--- src/rtl/image_mem_arb.sv ---
// image_mem_arb
// Arbiter placing a single-port image buffer behind two requesters:
//   port A - image_read stream, strict priority, never stalled, zero added latency
//   port B - host load/readback, takes any cycle A leaves free
// Read data comes straight from the memory to both ports; a short tag pipe,
// advancing in lockstep with the fixed memory read latency, tells which
// returning word belongs to a port B read.
//
// Optional feature: define IMAGE_ARB_STATS_EN to add the stall counter
// (input stat_clr, output stat_stall). Without it the ports and counter
// are absent and the arbitration behaviour is unchanged.
//
// Reset: rst is asynchronous and active-low.
module image_mem_arb #(
    parameter int MEM_AWIDTH = 16,
    parameter int MEM_DWIDTH = 64,
    parameter int RD_LATENCY = 3
) (
    input  logic                  clk,
    input  logic                  rst,

    // Port A: image_read, read-only, never stalled
    input  logic                  a_val,
    input  logic [MEM_AWIDTH-1:0] a_addr,
    output logic [MEM_DWIDTH-1:0] a_data,

    // Port B request: host load/readback
    input  logic                  b_val,
    input  logic                  b_we,
    input  logic [MEM_AWIDTH-1:0] b_addr,
    input  logic [MEM_DWIDTH-1:0] b_wdata,
    output logic                  b_rdy,

    // Port B read response, no back-pressure
    output logic                  b_rvalid,
    output logic [MEM_DWIDTH-1:0] b_rdata,

    // Shared single-port memory
    output logic                  mem_val,
    output logic                  mem_we,
    output logic [MEM_AWIDTH-1:0] mem_addr,
    output logic [MEM_DWIDTH-1:0] mem_wdata,
    input  logic [MEM_DWIDTH-1:0] mem_rdata
`ifdef IMAGE_ARB_STATS_EN
    ,
    input  logic                  stat_clr,
    output logic [31:0]           stat_stall
`endif
);

    // Bit positions inside one tag stage
    localparam int TAG_B_READ = 0;
    localparam int TAG_IS_A   = 1;

    // One tag per memory cycle in flight; the last stage lines up with the
    // cycle in which mem_rdata carries the answer to that request.
    logic [1:0] tag_pipe [RD_LATENCY];
    logic [1:0] tag_in;
    logic [1:0] tag_out;

    // A port B request is granted only when A leaves the memory idle
    logic b_xfer;
    logic b_read_xfer;

    // Grant and memory command are pure combinational decode of this cycle's
    // requests, so port A sees exactly the memory timing it would see alone.
    always_comb begin
        b_rdy       = ~a_val;
        b_xfer      = b_val & ~a_val;
        b_read_xfer = b_xfer & ~b_we;

        mem_val     = a_val | b_xfer;
        mem_we      = b_xfer & b_we;
        mem_addr    = a_val ? a_addr : b_addr;
        mem_wdata   = b_wdata;

        tag_in             = 2'b00;
        tag_in[TAG_IS_A]   = a_val;
        tag_in[TAG_B_READ] = b_read_xfer;
    end

    // Tag pipe advances every cycle; writes and idle cycles enter as empty
    // stages, and reset drops every read still in flight.
    always_ff @(posedge clk or negedge rst) begin
        if (!rst) begin
            for (int i = 0; i < RD_LATENCY; i++) begin
                tag_pipe[i] <= 2'b00;
            end
        end else begin
            tag_pipe[0] <= tag_in;
            for (int i = 1; i < RD_LATENCY; i++) begin
                tag_pipe[i] <= tag_pipe[i-1];
            end
        end
    end

    // Route the returning word: A always sees memory data, B is flagged only
    // when the word answers one of its reads.
    always_comb begin
        tag_out  = tag_pipe[RD_LATENCY-1];
        a_data   = mem_rdata;
        b_rdata  = mem_rdata;
        b_rvalid = tag_out[TAG_B_READ] & ~tag_out[TAG_IS_A];
    end

`ifdef IMAGE_ARB_STATS_EN
    logic [31:0] stall_cnt;
    logic        stall_cycle;

    assign stall_cycle = b_val & ~b_rdy;
    assign stat_stall  = stall_cnt;

    // Count cycles where port B waits behind port A; clear wins, and the
    // counter sticks at all-ones instead of wrapping.
    always_ff @(posedge clk or negedge rst) begin
        if (!rst) begin
            stall_cnt <= 32'd0;
        end else if (stat_clr) begin
            stall_cnt <= 32'd0;
        end else if (stall_cycle && (stall_cnt != 32'hFFFF_FFFF)) begin
            stall_cnt <= stall_cnt + 32'd1;
        end
    end
`endif

endmodule

--- config.mk ---
export PLATFORM = sky130hd
export DESIGN_NAME = image_mem_arb
export DESIGN_NICKNAME = d
export VERILOG_FILES = /design/src/rtl/image_mem_arb.sv
export SDC_FILE = /design/constraint.sdc
export NUM_CORES = 1
export LEC_CHECK = 0
export CAP_MARGIN = 20
export CORE_AREA = 4 4 145 147
export DETAILED_ROUTE_END_ITERATION = 10
export DIE_AREA = 0 0 149 151
export MAX_ROUTING_LAYER = met4
export SETUP_SLACK_MARGIN = 0.3
export SLEW_MARGIN = 20
export SYNTH_ARGS = -nofsm -noshare
export SYNTH_HDL_FRONTEND = slang
export SYNTH_SLANG_ARGS = --single-unit
--- constraint.sdc ---
create_clock -name clk -period 1.31 [get_ports clk]
set_input_delay 0.262 -clock clk [delete_from_list [all_inputs] [get_ports clk]]
set_output_delay 0.262 -clock clk [all_outputs]
set_load 0.005 [all_outputs]
Word-level counts from Yosys, hierarchy flattened
Cells that the tools add are included.
{"block": "word_totals", "reg_bits": 6, "word_cells": 12}
{"block": "op_classes", "muxes": 1, "bitwise": 8}
{"operator": "two-way mux 16 bit", "count": 1}
{"operator": "bitwise AND 1 bit", "count": 4}
{"operator": "inverter 1 bit", "count": 3}
{"operator": "OR 1 bit", "count": 1}

Depth between registers and ports, before layout
{"block": "depth", "word_depth": 3, "mapped_depth": 2}

Worst setup path after synthesis
Ideal clock, no wire load.
{"block": "synth_timing", "path_kind": "input-to-output", "from": "input port a_val", "to": "output port mem_addr[0]", "arrival_time_ns": 0.710, "required_time_ns": 1.048, "path_slack_ns": 0.338, "cell_stages": 2, "n_path_buf": 1, "path_cell_list": "buf_6 > mux2_4"}
{"block": "synth_between", "elab_chain_len": 1}
{"element": "from (decl)", "line": "23", "source": "input logic a_val,"}
{"element": "two-way mux 16 bit", "line": "74", "source": "mem_addr = a_val ? a_addr : b_addr;"}
{"element": "to (decl)", "line": "41", "source": "output logic [MEM_AWIDTH-1:0] mem_addr,"}
No other way between the ends.

Worst setup path in the final report
{"block": "layout_timing", "from": "input port a_val", "to": "output port mem_addr[8]"}
The elaborated chain is that of the path after synthesis.

==> flow_summary_export.csv <==
group,metric,value,unit
synthesis,ys_seq_area_share,7.958,%
worst_hold_path,min_path_type,"in -> async",
timing,max_freq,769.4,MHz
timing,post-route-period-util,99.21,%
timing,finalHoldViolCount,0,
synthesis,synth.avg_cell_area,8.538,sq um
pwr,pwr-share-seq,19.6,%
critical_path,start_kind,"input pin",
floorplanning,start_util,9.477,%
cts,clkLatencyLatePin,0.22,ns
cells_and_area,final_cell_mix,"dlygate4sd2_1, buf_6, mux2_4",
critical_path,critPathCaptureType,"primary output",
route,drc,0,
cts,numCtsBuffers,3,
synthesis,synth.distinct_cells,9,
pwr,power.switching,0.1866,mW
floorplanning,boundaryPins,377,
timing,setup_viol,0,
floorplanning,core_region_area,19910,sq um
cells_and_area,nets,260,
cells_and_area,n_antenna_cell,0,
pwr,intPower,0.8165,mW
synthesis,syn-num-nets,386,
place,portBuffers,56,
grt,globalRouteTotalUtil,3.638,%
route,routed_via_density,2.185,
timing,hold_ws,0.2792,ns
critical_path,slowest_stage,"mux2_4",
cells_and_area,fin_area,1503,sq um
run,max-cap-violations,0,
cts,cts_tree,"yes",
critical_path,path_class,"in -> out",
pwr,cellLeakagePower,0.6465,nW
place,gp_congestion,0.6853,
route,drt_wl_total,4.632,mm
synthesis,synth_warnings,0,
floorplanning,die_h,151,um
critical_path,cp_max_fo,5,
timing,finalWorstSetupSlack,0.01036,ns
critical_path,cpMostUsedCell,"buf_12",
pwr,p_total,1.003,mW
run_status,run_status,"finished clean",
place,dp_hpwl,3.816,mm
cells_and_area,area_growth,-20.36,%
floorplanning,dieArea,22500,sq um
pwr,power_frac_comb,32.0,%
synthesis,netlist_instances,221,
cells_and_area,drive_gt1_share,51.61,%
synthesis,ys_ff_latch,6,
timing,worstMarginPinSlew,0.2694,ns
synthesis,synthesis.area,1887,sq um
critical_path,slowest_delay,0.29,ns
pwr,p_sw_share,18.60,%
route,drt_pass1_iterations,2,
cts,htreeDepth,1,
grt,grt_overflow,0,
timing,finalSetupTns,0,ns
cells_and_area,final_common_cell,"dlygate4sd2_1",
timing,period_needed,1.300,ns
timing,finClkSkew,0.0009600,ns
grt,antenna_found_initial,0,
pwr,ir_drop,0.6403,mV
floorplanning,die_w,149,um
cts,clock-sinks,6,
critical_path,cp_top_family,"buffers and inverters",
floorplanning,row_count,52,
route,drtIter0Drc,7,
pwr,power_density,667.5,nW/um^2
critical_path,crit_chain,"buf_12 > buf_16 > buf_12 > mux2_4 > buf_6",
grt,grt_pass1_wl,5.823,mm
critical_path,critical_path_required,1.05,ns
route,routedWlPerCell,12.76,um
pwr,power_frac_clock,48.4,%
critical_path,worstPathArrival,1.04,ns
grt,grt_pass1_vias,976,
cells_and_area,fillers,2379,
cts,cts_buffer_depth,2,
timing,rsz0062_at_grt,"true",
timing,relSlewSlack,81.99,%
route,ant_nets,0,
cts,cts-root-buf,"clkbuf_16",
place,placed_area,1341,sq um
place,pre_cts_ws,-0.6972,ns
cts,cts.clk_slew.worst_paths,0.03,ns
timing,drv_slew,0,
critical_path,critPathBufInv,4,
grt,grt_max_degree,7,
route,via_count,793,
==> synth_stat cells <==
cell type	n	area share, %
or2_2	1	0.33
buf_4	192	76
nor3b_1	1	0.40
mux2_4	16	13
nor2b_1	1	0.33
dfrtp_1	6	8.0
and3b_1	1	0.46
buf_6	2	1.2
inv_1	1	0.20
==> kinds of logic (layout without fill, tap and decap cells) <==
| logic type | count (synthesis) | after routing | synth area share (%) |
|---|---|---|---|
| multiplexers | 16 | 16 | 12.73 |
| AND/OR/NAND/NOR | 4 | 4 | 1.526 |
| buffers and inverters | 195 | 67 | 77.78 |
| flip-flops | 6 | 6 | 7.957 |
==> metrics by stage <==
step,utilization [%],instances
after floorplan,-,221
after global routing,7.548,363
final,7.548,363
after CTS,7.523,363
after global placement,6.737,354
after detailed placement,6.737,354
==> timing repair <==
item / 4_1_cts / 5_1_grt
endpoints found under the setup margin: 20 / 20
pin swaps: 2 / 0
gates cloned: 2 / 0
resized for setup: 141 / 2
hold buffers: 0 / 0
buffers inserted: 4 / 0
==> worst paths after layout <==
path                              from           to  slack (ns)  depth (start not counted)
max                              a_val  mem_addr[8]        0.01                          5
min                                rst  tag_pipe[5]        0.28                          1
max reg2reg                tag_pipe[5]  tag_pipe[3]        0.83                          0
min reg2reg                tag_pipe[2]   tag_out[0]        0.34                          0
max in group asynchronous          rst  tag_pipe[3]        0.82                          1
min in group clk           tag_pipe[2]   tag_out[0]        0.34                          0
==> sequential cells by signal, indices dropped and copies added, names as in the netlist <==
signal,count
tag_pipe,4
tag_out,2
==> power groups by stage <==
| stage | clock network, mW | registers [mW] | logic, mW |
|---|---|---|---|
| 4_1_cts | 0.496 | 0.197 | 0.328 |
| 2_1_floorplan | 0 | 0.198 | 0.571 |
| 3_5_place_dp | 0 | 0.199 | 0.307 |
| 6_report | 0.485 | 0.197 | 0.321 |
| 3_3_place_gp | 0 | 0.199 | 0.303 |
| 5_1_grt | 0.511 | 0.198 | 0.342 |
==> area by class of cell <==
class	count	area, sq um	area share, %
Tap cell	270	337.8	22.48
Multi-Input combinational cell	20	271.5	18.07
Timing Repair Buffer	63	664.4	44.21
Inverter	1	3.754	0.2498
Sequential cell	6	150.1	9.992
Clock buffer	3	75.07	4.996
==> layer usage <==
| metal | global-route usage, % | share of wire, % | vias up | wire, um |
|---|---|---|---|---|
| li1 | - | - | 232 | - |
| met1 | 1.628 | 16 | 276 | 738 |
| met2 | 4.458 | 35 | 177 | 1617 |
| met3 | 4.309 | 32 | 108 | 1461 |
| met4 | 6.041 | 18 | 0 | 816 |
| met5 | - | 0 | - | 0 |
Power figures use the tool's default switching activity.
